## src/rtl/cnn_pkg.sv

```systemverilog
// Shared CNN datapath definitions: default layer geometry, the sequencer
// state encoding and the saturating add used by every accumulator.
package cnn_pkg;

    localparam int DATA_WIDTH = 24;
    localparam int NUM_CH     = 6;
    localparam int OUT_PIXELS = 100;

    typedef enum logic {
        IDLE = 1'b0,
        RUN  = 1'b1
    } seq_state_t;

    // Add in DATA_WIDTH+1 bits, then clamp to the signed DATA_WIDTH range.
    function automatic logic signed [DATA_WIDTH-1:0] sat_add(
        input logic signed [DATA_WIDTH-1:0] a,
        input logic signed [DATA_WIDTH-1:0] b
    );
        logic signed [DATA_WIDTH:0] s;
        s = {a[DATA_WIDTH-1], a} + {b[DATA_WIDTH-1], b};
        if (s[DATA_WIDTH] != s[DATA_WIDTH-1]) begin
            return s[DATA_WIDTH] ? {1'b1, {(DATA_WIDTH-1){1'b0}}}
                                 : {1'b0, {(DATA_WIDTH-1){1'b1}}};
        end
        return s[DATA_WIDTH-1:0];
    endfunction

endpackage

```

## src/rtl/sat_adder.sv

```systemverilog
// Combinational W-bit signed saturating adder. At the shared layer width it
// reuses the package function so every layer clamps identically.
module sat_adder #(
    parameter int W = 24
) (
    input  logic signed [W-1:0] a,
    input  logic signed [W-1:0] b,
    output logic signed [W-1:0] sum
);

    generate
        if (W == cnn_pkg::DATA_WIDTH) begin : g_pkg
            assign sum = cnn_pkg::sat_add(a, b);
        end else begin : g_generic
            logic signed [W:0] s;
            assign s   = {a[W-1], a} + {b[W-1], b};
            assign sum = (s[W] != s[W-1])
                       ? (s[W] ? {1'b1, {(W-1){1'b0}}} : {1'b0, {(W-1){1'b1}}})
                       : s[W-1:0];
        end
    endgenerate

endmodule

```

## src/rtl/featuremap_channel_sequencer.sv

```systemverilog
// Steps one conv engine through NUM_CH input channels, accumulating the
// per-channel partial sums pixel by pixel and emitting the saturated,
// bias-added feature map while the last channel streams in.
module featuremap_channel_sequencer #(
    parameter int DATA_WIDTH = cnn_pkg::DATA_WIDTH,
    parameter int NUM_CH     = cnn_pkg::NUM_CH,
    parameter int OUT_PIXELS = cnn_pkg::OUT_PIXELS,
    parameter logic signed [DATA_WIDTH-1:0] BIAS = '0,
    parameter int CH_W       = 3,
    parameter int PIX_W      = 7
) (
    input  logic                         clk,
    input  logic                         rst,
    input  logic                         start,
    input  logic signed [DATA_WIDTH-1:0] data_in,
    input  logic                         valid_in,
    output logic        [CH_W-1:0]       ch_sel,
    output logic                         ch_start,
    output logic                         busy,
    output logic signed [DATA_WIDTH-1:0] data_out,
    output logic                         valid_out,
    output logic                         done
);

    import cnn_pkg::*;

    localparam logic [CH_W-1:0]  LAST_CH  = CH_W'(NUM_CH - 1);
    localparam logic [PIX_W-1:0] LAST_PIX = PIX_W'(OUT_PIXELS - 1);

    seq_state_t state, state_n;
    logic [CH_W-1:0]  ch_sel_n;
    logic [PIX_W-1:0] pix_cnt, pix_n;
    logic ch_start_n, busy_n, valid_out_n, done_n;
    logic signed [DATA_WIDTH-1:0] data_out_n;

    // Per-pixel running sums; channel 0 overwrites, so no reset is needed.
    logic signed [DATA_WIDTH-1:0] acc_buf [OUT_PIXELS];
    logic signed [DATA_WIDTH-1:0] buf_rd, acc_sum, out_sum;

    logic accept, first_ch, last_ch, last_pix;

    assign accept   = (state == RUN) && valid_in;
    assign first_ch = (ch_sel == '0);
    assign last_ch  = (ch_sel == LAST_CH);
    assign last_pix = (pix_cnt == LAST_PIX);
    assign buf_rd   = acc_buf[pix_cnt];

    // Running sum plus this channel's partial sum.
    sat_adder #(.W(DATA_WIDTH)) u_acc_add (
        .a   (buf_rd),
        .b   (data_in),
        .sum (acc_sum)
    );

    // Bias is folded in only on the output path of the last channel.
    sat_adder #(.W(DATA_WIDTH)) u_bias_add (
        .a   (acc_sum),
        .b   (BIAS),
        .sum (out_sum)
    );

    // Control and output registers; reset abandons any pass in flight.
    always_ff @(posedge clk) begin
        if (rst) begin
            state     <= IDLE;
            ch_sel    <= '0;
            pix_cnt   <= '0;
            ch_start  <= 1'b0;
            busy      <= 1'b0;
            data_out  <= '0;
            valid_out <= 1'b0;
            done      <= 1'b0;
        end else begin
            state     <= state_n;
            ch_sel    <= ch_sel_n;
            pix_cnt   <= pix_n;
            ch_start  <= ch_start_n;
            busy      <= busy_n;
            data_out  <= data_out_n;
            valid_out <= valid_out_n;
            done      <= done_n;
        end
    end

    // Accumulation buffer write for every channel except the last.
    always_ff @(posedge clk) begin
        if (!rst && accept && !last_ch) begin
            acc_buf[pix_cnt] <= first_ch ? data_in : acc_sum;
        end
    end

    // Next-state, counter and output decode.
    always_comb begin
        state_n     = state;
        ch_sel_n    = ch_sel;
        pix_n       = pix_cnt;
        ch_start_n  = 1'b0;
        busy_n      = busy;
        data_out_n  = data_out;
        valid_out_n = 1'b0;
        done_n      = 1'b0;

        case (state)
            IDLE: begin
                // A start coinciding with the done pulse is deliberately dropped.
                if (start && !done) begin
                    state_n    = RUN;
                    ch_sel_n   = '0;
                    pix_n      = '0;
                    busy_n     = 1'b1;
                    ch_start_n = 1'b1;
                end
            end
            RUN: begin
                if (valid_in) begin
                    pix_n = last_pix ? '0 : pix_cnt + 1'b1;
                    if (last_ch) begin
                        valid_out_n = 1'b1;
                        data_out_n  = out_sum;
                    end
                    if (last_pix) begin
                        if (last_ch) begin
                            state_n = IDLE;
                            busy_n  = 1'b0;
                            done_n  = 1'b1;
                        end else begin
                            ch_sel_n   = ch_sel + 1'b1;
                            ch_start_n = 1'b1;
                        end
                    end
                end
            end
            default: state_n = IDLE;
        endcase
    end

endmodule

```

## config.mk

```make
export PLATFORM = sky130hd
export DESIGN_NAME = featuremap_channel_sequencer
export DESIGN_NICKNAME = d
export VERILOG_FILES = /design/src/rtl/cnn_pkg.sv /design/src/rtl/sat_adder.sv /design/src/rtl/featuremap_channel_sequencer.sv
export SDC_FILE = /design/constraint.sdc
export NUM_CORES = 2
export LEC_CHECK = 0
export ABC_AREA = 1
export CORE_MARGIN = 4
export CORE_UTILIZATION = 50
export DETAILED_ROUTE_END_ITERATION = 16
export PLACE_DENSITY = 0.65
export SLEW_MARGIN = 5
export SYNTH_ARGS = -nofsm -noshare
export SYNTH_HDL_FRONTEND = slang
export SYNTH_SLANG_ARGS = --single-unit
```

## constraint.sdc

```tcl
create_clock -name clk -period 22.6 [get_ports clk]
set_input_delay 3.39 -clock clk [delete_from_list [all_inputs] [get_ports clk]]
set_output_delay 3.39 -clock clk [all_outputs]
set_load 0.05 [all_outputs]
```

==> metrics.txt <==
Remaining Overflow, GRT=0; antenna violations before repair=9; YS warnings=0; Async S/R FF share, synth=0%; RSZ-0062 raised after global routing=no; Final Hold Fails=0; cell repeated most along the worst path=nand2_1; clock-pin slew on the worst setup and hold paths=approximately 60 ps; most common cell in the netlist=edfxtp_1; M3 GR Usage=5.07%; number of distinct library cells after synthesis=approximately 40; die area=205000 µm²; area delta synth->final=11.1%; chip height=approximately 450 µm; area of the multi-input gates=roughly 23000 µm²; slowest CP cell=a31oi_4; Hold Slack=450 ps; number of H-tree levels=4; nets=~7900; layout cells sized above 1=8.38%; hpwl dp=between 150000 and 200000 µm; DR vias=about 66000; fin crit period=between 10000 and 15000 ps; slew margin rel.=between 15 and 20%; Port Buffers=58; Longest Clk Path Bufs=3; M1 GR Usage=between 30% and 40%; vias per cell=roughly 6; Inserted Clock Buffers=approximately 230; CP top delay family=buffers and inverters; post-synth top area share=between 70% and 80%; setup_tns=0 ps; DRC=0; core area=between 150000 and 200000 µm²; GPL Wtd Cong=about 0.9; HP Class=flip-flop to flip-flop; post-CTS sizing=0; clock sinks=2446; Worst-Skew Late Latency=between 800 and 900 ps; post-synthesis sequential area ratio=around three quarters; Initial DRC Count=between 8000 and 9000; first-pass GRT wire length=between 400000 and 500000 µm; CP Data Required Time=23160 ps; fillcell total=between 15000 and 20000; Least-Margin Pin Slew=around 1300 ps; mean post-synth cell area=between 10 and 15 µm²; leading cell types by total area after synthesis=edfxtp_1 (73%), o21ai_0 (5.6%), nor2_1 (5.4%); vias in the first global route=just over 60000; Syn Std Cell Area=98800 µm²; GR Util All Layers=27.3%; Post-synth EDFFs=2400; Std-Cell Rows=162; most crowded layer after global routing=met2; Synth area leader=edfxtp_1; Power Dens Cells=88.0 nW/µm²; status=finished, final reports clean; Root Buffer=clkbuf_16; Worst EP arrival=about 11000 ps; Final Max Tran Viols=0; crit share post-route=between 40% and 50%; Die W=between 400 and 500 µm; met2 usage=41.6%; router iterations before antenna repair=8; Mapped Cells=just under 8000; DR WL/cell=between 20 and 30 µm; CTS tree=yes; Final ANT Viol Nets=0; f_max=around 100 MHz; effective utilization at floorplan=about half; Pleak=about 36 nW; # hold bufs at CTS=0; Final setup viols=0; Register Area=around 73000 µm²; Post-CTS Setup Inserts=0; num ports=a little under 60; prevailing post-synth register cell=edfxtp_1; CP Max Fanout=~180; Final Power=about 9.7 mW; FF+latch count, synth=2446; max-cap violations=0; largest net degree at the start of global routing=about 220; Max IR drop VDD=about 0.062 mV; Synthesized Nets=around 8000; synth cell count leaders=edfxtp_1 (2400), nor2_1 (1423), o21ai_0 (1109); CP peak stage delay=just over 900 ps; Setup Skew=45.2 ps; WP buf/inv=7; crit end category=flip-flop; WL final=285000 µm; Startpoint Class=flip-flop; Setup CP Type=flip-flop to flip-flop
sequential cells by signal, indices dropped and copies added, names as in the netlist, named ones only:
signal     cells
pix_cnt        7
done           1
ch_start       1
state          1
ch_sel         3
data_out      24
acc_buf     2400
valid_out      1
busy           1
worst register-to-register path, delay by kind of cell (launching register included):
family                     cells  cell delay (ps)
AOI/OAI and AO/OA              4             1580
buffers and inverters          7             4590
adders and majority gates      1              320
and+or+nand+nor               16             2680
DFF                            1              510
through the flow:
step / setup WS, ps / utilization [%] / instances / instance area, µm²
CTS: 12650 / 56.1 / 10700 / 110000
global route: 11970 / 56.1 / 10700 / 110000
global placement: 12960 / 52.2 / 10300 / 102000
detailed placement: 12680 / 52.2 / 10300 / 102000
floorplan: 12760 / - / 7930 / 98800
finish: 12540 / 56.1 / 10700 / 110000
where the power goes:
part	internal [mW]	switching, mW	total [mW]
Combinational	0.196	0.572	0.768
Clock	2.24	1.66	3.90
Sequential	4.98	0.00566	4.99
Total	7.42	2.24	9.66
cells in the final DEF (no fill, tap or decap), types with 67 or more instances in the layout:
cell type  instances
a21oi_1           67
buf_4            197
clkbuf_16        238
edfxtp_1        2400
inv_1            109
nand2_1          967
nand3_1          426
nor2_1          1322
nor2_2            99
o21ai_0         1105
o21ai_1          113
o221ai_1         100
o22ai_1          453
routing by layer:
metal | wire length [µm] | up-vias
met4 | 12100 | 0
met5 | 0 | -
met3 | 29800 | 565
met1 | 114000 | 32900
li1 | - | 28900
met2 | 129000 | 3628
area by class of cell:
type                       count  share of cell area [%]
antenna                        3                 0.00684
clock buffer                 289                    5.60
clock inverter               143                    1.32
inverter                     117                   0.424
multi-input combinational   4817                    21.1
sequential                  2446                    66.5
tap                         2624                    2.99
timing repair buffer         264                    2.04
cells by family (layout without fill, tap and decap cells):
logic type / after synthesis / in the layout / synth area share [%]
AND/OR/NAND/NOR: 2853 / 2853 / 11.5
flip-flops: 2446 / 2446 / 73.8
AO/OA/AOI/OAI: 1919 / 1919 / 10.9
buffers and inverters: 667 / 813 / 3.31
adder cells (fa/ha/maj): 29 / 29 / 0.375
XOR/XNOR: 16 / 16 / 0.142
other: 0 / 3 / 0
final timing paths:
kind | from | end | slack [ps] | cells after the start
worst max register to register | flip-flop | acc_buf[47][11] | 12540 | 28
worst max-delay path | flip-flop | acc_buf[47][11] | 12540 | 28
worst min-delay path | busy | busy | 450 | 2
worst min register to register | busy | busy | 450 | 2
(Power assumes the default switching activity.)
